### config.mk
export PLATFORM = sky130hd
export DESIGN_NAME = wb_port_arbiter
export DESIGN_NICKNAME = d
export VERILOG_FILES = /design/src/rtl/wb_port_arbiter.sv
export SDC_FILE = /design/constraint.sdc
export NUM_CORES = 1
export LEC_CHECK = 0
export ABC_AREA = 0
export BUFFER_PORTS_ARGS = -buffer_cell sky130_fd_sc_hd__clkbuf_2
export CAP_MARGIN = 5
export CORE_ASPECT_RATIO = 0.8
export CORE_MARGIN = 5
export CORE_UTILIZATION = 36
export CTS_CLUSTER_DIAMETER = 30
export CTS_CLUSTER_SIZE = 24
export DETAILED_ROUTE_END_ITERATION = 8
export GPL_ROUTABILITY_DRIVEN = 1
export PLACE_DENSITY = 0.9
export SYNTH_ARGS = -nofsm -noshare
export SYNTH_HDL_FRONTEND = slang
export SYNTH_SLANG_ARGS = --single-unit
### constraint.sdc
create_clock -name clk -period 3.19 [get_ports clk]
set_input_delay 0.638 -clock clk [delete_from_list [all_inputs] [get_ports clk]]
set_output_delay 0.638 -clock clk [all_outputs]
set_load 0.02 [all_outputs]
### src/rtl/wb_port_arbiter.sv
// Register-file write-port arbiter: the core writeback has fixed priority, and MDU/COM
// share the leftover slots round-robin, with a one-cycle core stall to relieve starvation.
module wb_port_arbiter #(
   parameter int unsigned XLEN         = 32,
   parameter int unsigned STARVE_LIMIT = 4
) (
   input  logic            clk,
   input  logic            rst,
   input  logic            core_we,
   input  logic [4:0]      core_rd,
   input  logic [XLEN-1:0] core_wd,
   input  logic            mdu_valid,
   input  logic [4:0]      mdu_rd,
   input  logic [XLEN-1:0] mdu_wd,
   output logic            mdu_ready,
   input  logic            com_valid,
   input  logic [4:0]      com_rd,
   input  logic [XLEN-1:0] com_wd,
   output logic            com_ready,
   output logic            rf_we,
   output logic [4:0]      rf_rd,
   output logic [XLEN-1:0] rf_wd,
   output logic            core_stall
);

   localparam logic [3:0] LIMIT    = 4'(STARVE_LIMIT);
   localparam logic [3:0] LIMIT_M1 = 4'(STARVE_LIMIT - 1);

   typedef enum logic {
      RR_MDU = 1'b0,
      RR_COM = 1'b1
   } rr_t;

   rr_t        rr_ptr, rr_next;
   logic [3:0] mdu_wait, mdu_wait_next;
   logic [3:0] com_wait, com_wait_next;
   logic       core_stall_next;

   logic eff_core;
   logic mdu_elig, com_elig;
   logic mdu_discard, com_discard;
   logic grant_mdu, grant_com;
   logic mdu_blocked, com_blocked;

   assign eff_core    = core_we & (core_rd != 5'd0) & ~core_stall;
   assign mdu_elig    = mdu_valid & (mdu_rd != 5'd0);
   assign com_elig    = com_valid & (com_rd != 5'd0);
   assign mdu_discard = mdu_valid & (mdu_rd == 5'd0);
   assign com_discard = com_valid & (com_rd == 5'd0);

   always_ff @(posedge clk) begin
      if (rst) begin
         rr_ptr     <= RR_MDU;
         mdu_wait   <= '0;
         com_wait   <= '0;
         core_stall <= 1'b0;
      end else begin
         rr_ptr     <= rr_next;
         mdu_wait   <= mdu_wait_next;
         com_wait   <= com_wait_next;
         core_stall <= core_stall_next;
      end
   end

   // Grant and write-port mux; reset forces every output and grant low.
   always_comb begin
      rf_we     = 1'b0;
      rf_rd     = '0;
      rf_wd     = '0;
      grant_mdu = 1'b0;
      grant_com = 1'b0;
      if (!rst) begin
         if (eff_core) begin
            rf_we = 1'b1;
            rf_rd = core_rd;
            rf_wd = core_wd;
         end else if (mdu_elig && (!com_elig || rr_ptr == RR_MDU)) begin
            grant_mdu = 1'b1;
            rf_we     = 1'b1;
            rf_rd     = mdu_rd;
            rf_wd     = mdu_wd;
         end else if (com_elig) begin
            grant_com = 1'b1;
            rf_we     = 1'b1;
            rf_rd     = com_rd;
            rf_wd     = com_wd;
         end
      end
      mdu_ready = ~rst & (grant_mdu | mdu_discard);
      com_ready = ~rst & (grant_com | com_discard);
   end

   assign mdu_blocked = mdu_elig & ~mdu_ready;
   assign com_blocked = com_elig & ~com_ready;

   // Next-state: round-robin pointer, saturating wait counters, single-cycle stall.
   always_comb begin
      rr_next       = rr_ptr;
      mdu_wait_next = '0;
      com_wait_next = '0;
      if (grant_mdu) begin
         rr_next = RR_COM;
      end else if (grant_com) begin
         rr_next = RR_MDU;
      end
      if (mdu_blocked) begin
         mdu_wait_next = (mdu_wait >= LIMIT) ? LIMIT : mdu_wait + 4'd1;
      end
      if (com_blocked) begin
         com_wait_next = (com_wait >= LIMIT) ? LIMIT : com_wait + 4'd1;
      end
      core_stall_next = ~core_stall &
                        ((mdu_blocked & (mdu_wait == LIMIT_M1)) |
                         (com_blocked & (com_wait == LIMIT_M1)));
   end

endmodule

==> summary.md <==
| Metric | Value |
|---|---|
| Initial antenna violation count | 0 |
| First-pass GRT wire length | between 10 and 15 mm |
| Power per cell area | 261 mW/mm² |
| Syn avg cell area | between 6 and 7 µm² |
| Antenna diodes | 0 |
| Power, Total | approximately 630 µW |
| Clk_lat worst skew | around 0.24 ns |
| Final hold vios | 0 |
| Port Buffer Count | ~160 |
| Register area share after synthesis | ~14% |
| Maximum clock path buffer count | 2 |
| Distinct cells, synth | 37 |
| Dominant cells by area after synthesis | nand3_1 (24%), a311oi_1 (21%), dfxtp_1 (14%), nor2_1 (9.4%), clkbuf_1 (2.8%) |
| Sw frac | roughly two fifths |
| Pre-CTS WS | 0.0493 ns |
| Fin. max-slew vios | 0 |
| Row cnt | 20 |
| CTS tree | yes |
| Largest net degree at the start of global routing | 45 |
| Root Buffer | clkbuf_8 |
| Post-cts hold buffer count | 0 |
| Synthesized area | ~0.0015 mm² |
| Share of cells above drive strength 1 | approximately 48% |
| Worst min-delay path class | reg -> reg |
| DR pass1 iterations | 5 |
| Final core occ | approximately three fifths |
| Total Nets Final | 489 |
| F_max | 0.327 GHz |
| Grt total ovfl | 0 |
| Clock buffer count from CTS | 3 |
| Die Wd | ~80 µm |
| R2R setup slack | 1.59 ns |
| Area Overhead vs Synth | 62.1% |
| Total GRT Usage | 22.7% |
| Cells after DPL | 421 |
| Routability cong. | 0.886 |
| Vias per cell | 5.69 |
| Sum Neg Setup Slack | 0 ns |
| Full die area | 0.00551 mm² |
| Worst Path Required | 2.55 ns |
| CP startpoint kind | input pin |
| # DRC | 0 |
| Synthesis warning total | 0 |
| CTS clk-pin slew, worst paths | 0.05 ns |
| Core Area | 0.00388 mm² |
| Max Fanout on Critical Path | 12 |
| Met2 wire len | 3.47 mm |
| WHS Path Cells | 1 |
| Cell taking the most area after synthesis | nand3_1 |
| Sequential cell area | between 200 and 250 µm² |
| FF+latch count, synth | 10 |
| Clock Sinks | 10 |
| Reg2reg path depth | 6 |
| Final Cycle Share | 96.0% |
| Setup ws final | approximately 0.13 ns |
| WHS Endpoint | com_wait[0] |
| Die Ht | approximately 67 µm |
| Top Ports | 157 |
| Fillers | between 300 and 400 |
| Critical Path AT | between 2 and 2.5 ns |
| Critical Path Sink Type | output pin |
| Area of the multi-input gates | 0.00116 mm² |
| DP HPWL | roughly 5.5 mm |
| Initial core utilization | 38.2% |
| Total leakage power | ~1.2 nW |
| Finished Layout Cells | 425 |
| WL met1 | 2.42 mm |
| Commonest register cell after synthesis | dfxtp_1 |
| Worst-margin pin slew | 0.519 ns |
| R2R Path Start | core_stall |
| Top-area cell type share of the netlist area | between 20% and 30% |
| RR Endpoint | mdu_wait[0] |
| Wirelength, routed | 6.82 mm |
| Final Setup Violations | 0 |
| Antenna Violating Nets Remaining | 0 |
| Max Used Layer | met4 |
| P_int | 378 µW |
| Post-synthesis async set-or-reset flop share | 0% |
| Vias in the first global route | 2323 |
| Hold Path Origin | com_wait[0] |
| Psw | 249 µW |
| Clock share of power | between 20% and 30% |
| RSZ-0062 raised after global routing | false |
| MaxCap Viol Count | 0 |
| DR iter-0 viols | between 100 and 150 |
| Fin crit period | roughly 3.1 ns |
| Relative slew slack | 65.4% |
| Clock Skews | 0.00826 ns |
| Outcome | complete, no violations |
| Combinational Power Share | between 50% and 60% |
| Max IR drop VDD | between 0.0002 and 0.0003 V |
| Met3 wire length | 821 µm |
| Seq pwr share | 21.2% |
| WS Path Type | in -> out |
| H-tree depth | 1 |
| Wire length per cell | 16.0 µm |
| Via Count | 2417 |
| Cells after Synth | 228 |
| Number of enable flip-flop cells after synthesis | 0 |
worst max-delay path, stage by stage:
cell and delay [ns]:
clkbuf_2 0.09, or4_4 0.57, o211ai_4 0.25, buf_4 0.22, a21oi_1 0.06, o41ai_1 0.33
clkbuf_2 0.24
layout by cell type (no fill, tap or decap):
| master | instances |
|---|---|
| dfxtp_1 | 10 |
| conb_1 | 2 |
| a31oi_1 | 1 |
| o41ai_1 | 1 |
| buf_4 | 7 |
| o311a_1 | 1 |
| a32oi_1 | 1 |
| o31a_1 | 1 |
| buf_12 | 4 |
| and4_1 | 1 |
| or4_4 | 2 |
| and3b_1 | 1 |
| nor2_1 | 37 |
| o21ai_4 | 2 |
| a311o_1 | 1 |
| o2bb2ai_1 | 2 |
| inv_1 | 2 |
| and3_1 | 4 |
| nor3_1 | 2 |
| clkbuf_2 | 156 |
| o21ai_0 | 1 |
| clkbuf_8 | 4 |
| a211oi_1 | 1 |
| o21a_1 | 3 |
| nand2_1 | 1 |
| a311oi_1 | 35 |
| a2111oi_1 | 1 |
| ha_1 | 2 |
| or4_1 | 1 |
| nand3_1 | 71 |
| and2_1 | 1 |
| nor2b_1 | 5 |
| a32o_1 | 1 |
| o211ai_4 | 1 |
| a21oi_1 | 3 |
| o211ai_1 | 1 |
final cells by class:
class	instances	area share, %
flip-flops and latches	10	8.33
well taps	55	2.86
clock buffers	4	2.29
repair buffers	167	38.0
multi-input cells	187	48.2
inverters	2	0.312
metal layers:
metal,vias up,track usage [%]
li1,1172,-
met1,1086,24.0
met2,146,44.2
met3,13,5.47
met4,0,6.64
met5,-,0
what timing repair did:
item,in CTS,in global routing
buffers inserted,0,0
setup endpoints to repair,0,12
gates resized for setup,0,4
endpoints found under the hold margin,0,0
flip-flops by register name, summed over array words and instances (netlist names):
register / count
rr_ptr: 1
com_wait: 4
core_stall: 1
mdu_wait: 4
power by group through the flow:
stage               logic, mW  clock network (mW)  registers, mW
finish                  0.333               0.162          0.133
detailed placement      0.328                   0          0.135
CTS                     0.329               0.164          0.132
floorplan               0.184                   0          0.134
global route            0.363               0.172          0.133
global placement        0.324                   0          0.134
kinds of logic after synthesis:
family                   count (synthesis)  synth area share [%]
AND/OR/NAND/NOR                        126                  41.4
adder cells (fa/ha/maj)                  2                  1.69
buffers and inverters                   32                  10.5
flip-flops                              10                  13.5
other                                    1                 0.253
AO/OA/AOI/OAI                           57                  32.6
cell usage after synthesis (2+ instances only):
cell	n
nor2b_1	5
dfxtp_1	10
a21oi_1	3
o2bb2ai_1	2
or4_1	2
and3_1	4
nor2_1	37
o21a_1	3
ha_1	2
a311oi_1	35
o21ai_2	2
nand3_1	71
nor3_1	2
buf_2	8
buf_4	5
inv_1	2
clkbuf_1	11
buf_1	5
how the worst max path moves through the flow:
stage	start	depth (start not counted)	endpoint
2_1_floorplan	com_rd[0]	6	rf_rd[2]
3_3_place_gp	mdu_rd[0]	7	rf_wd[20]
3_5_place_dp	mdu_rd[0]	7	rf_wd[23]
4_1_cts	mdu_rd[0]	7	rf_wd[23]
5_1_grt	com_rd[0]	7	rf_wd[31]
6_report	com_rd[0]	7	rf_rd[2]
metrics by stage:
step	instance area, µm²	hold slack (ns)
6_report	2400	0.434
5_1_grt	2400	0.441
4_1_cts	2380	0.431
3_5_place_dp	2330	0.424
3_3_place_gp	2330	0.408
2_1_floorplan	1490	0.398
Note: power is estimated with default switching activity, not from simulation.
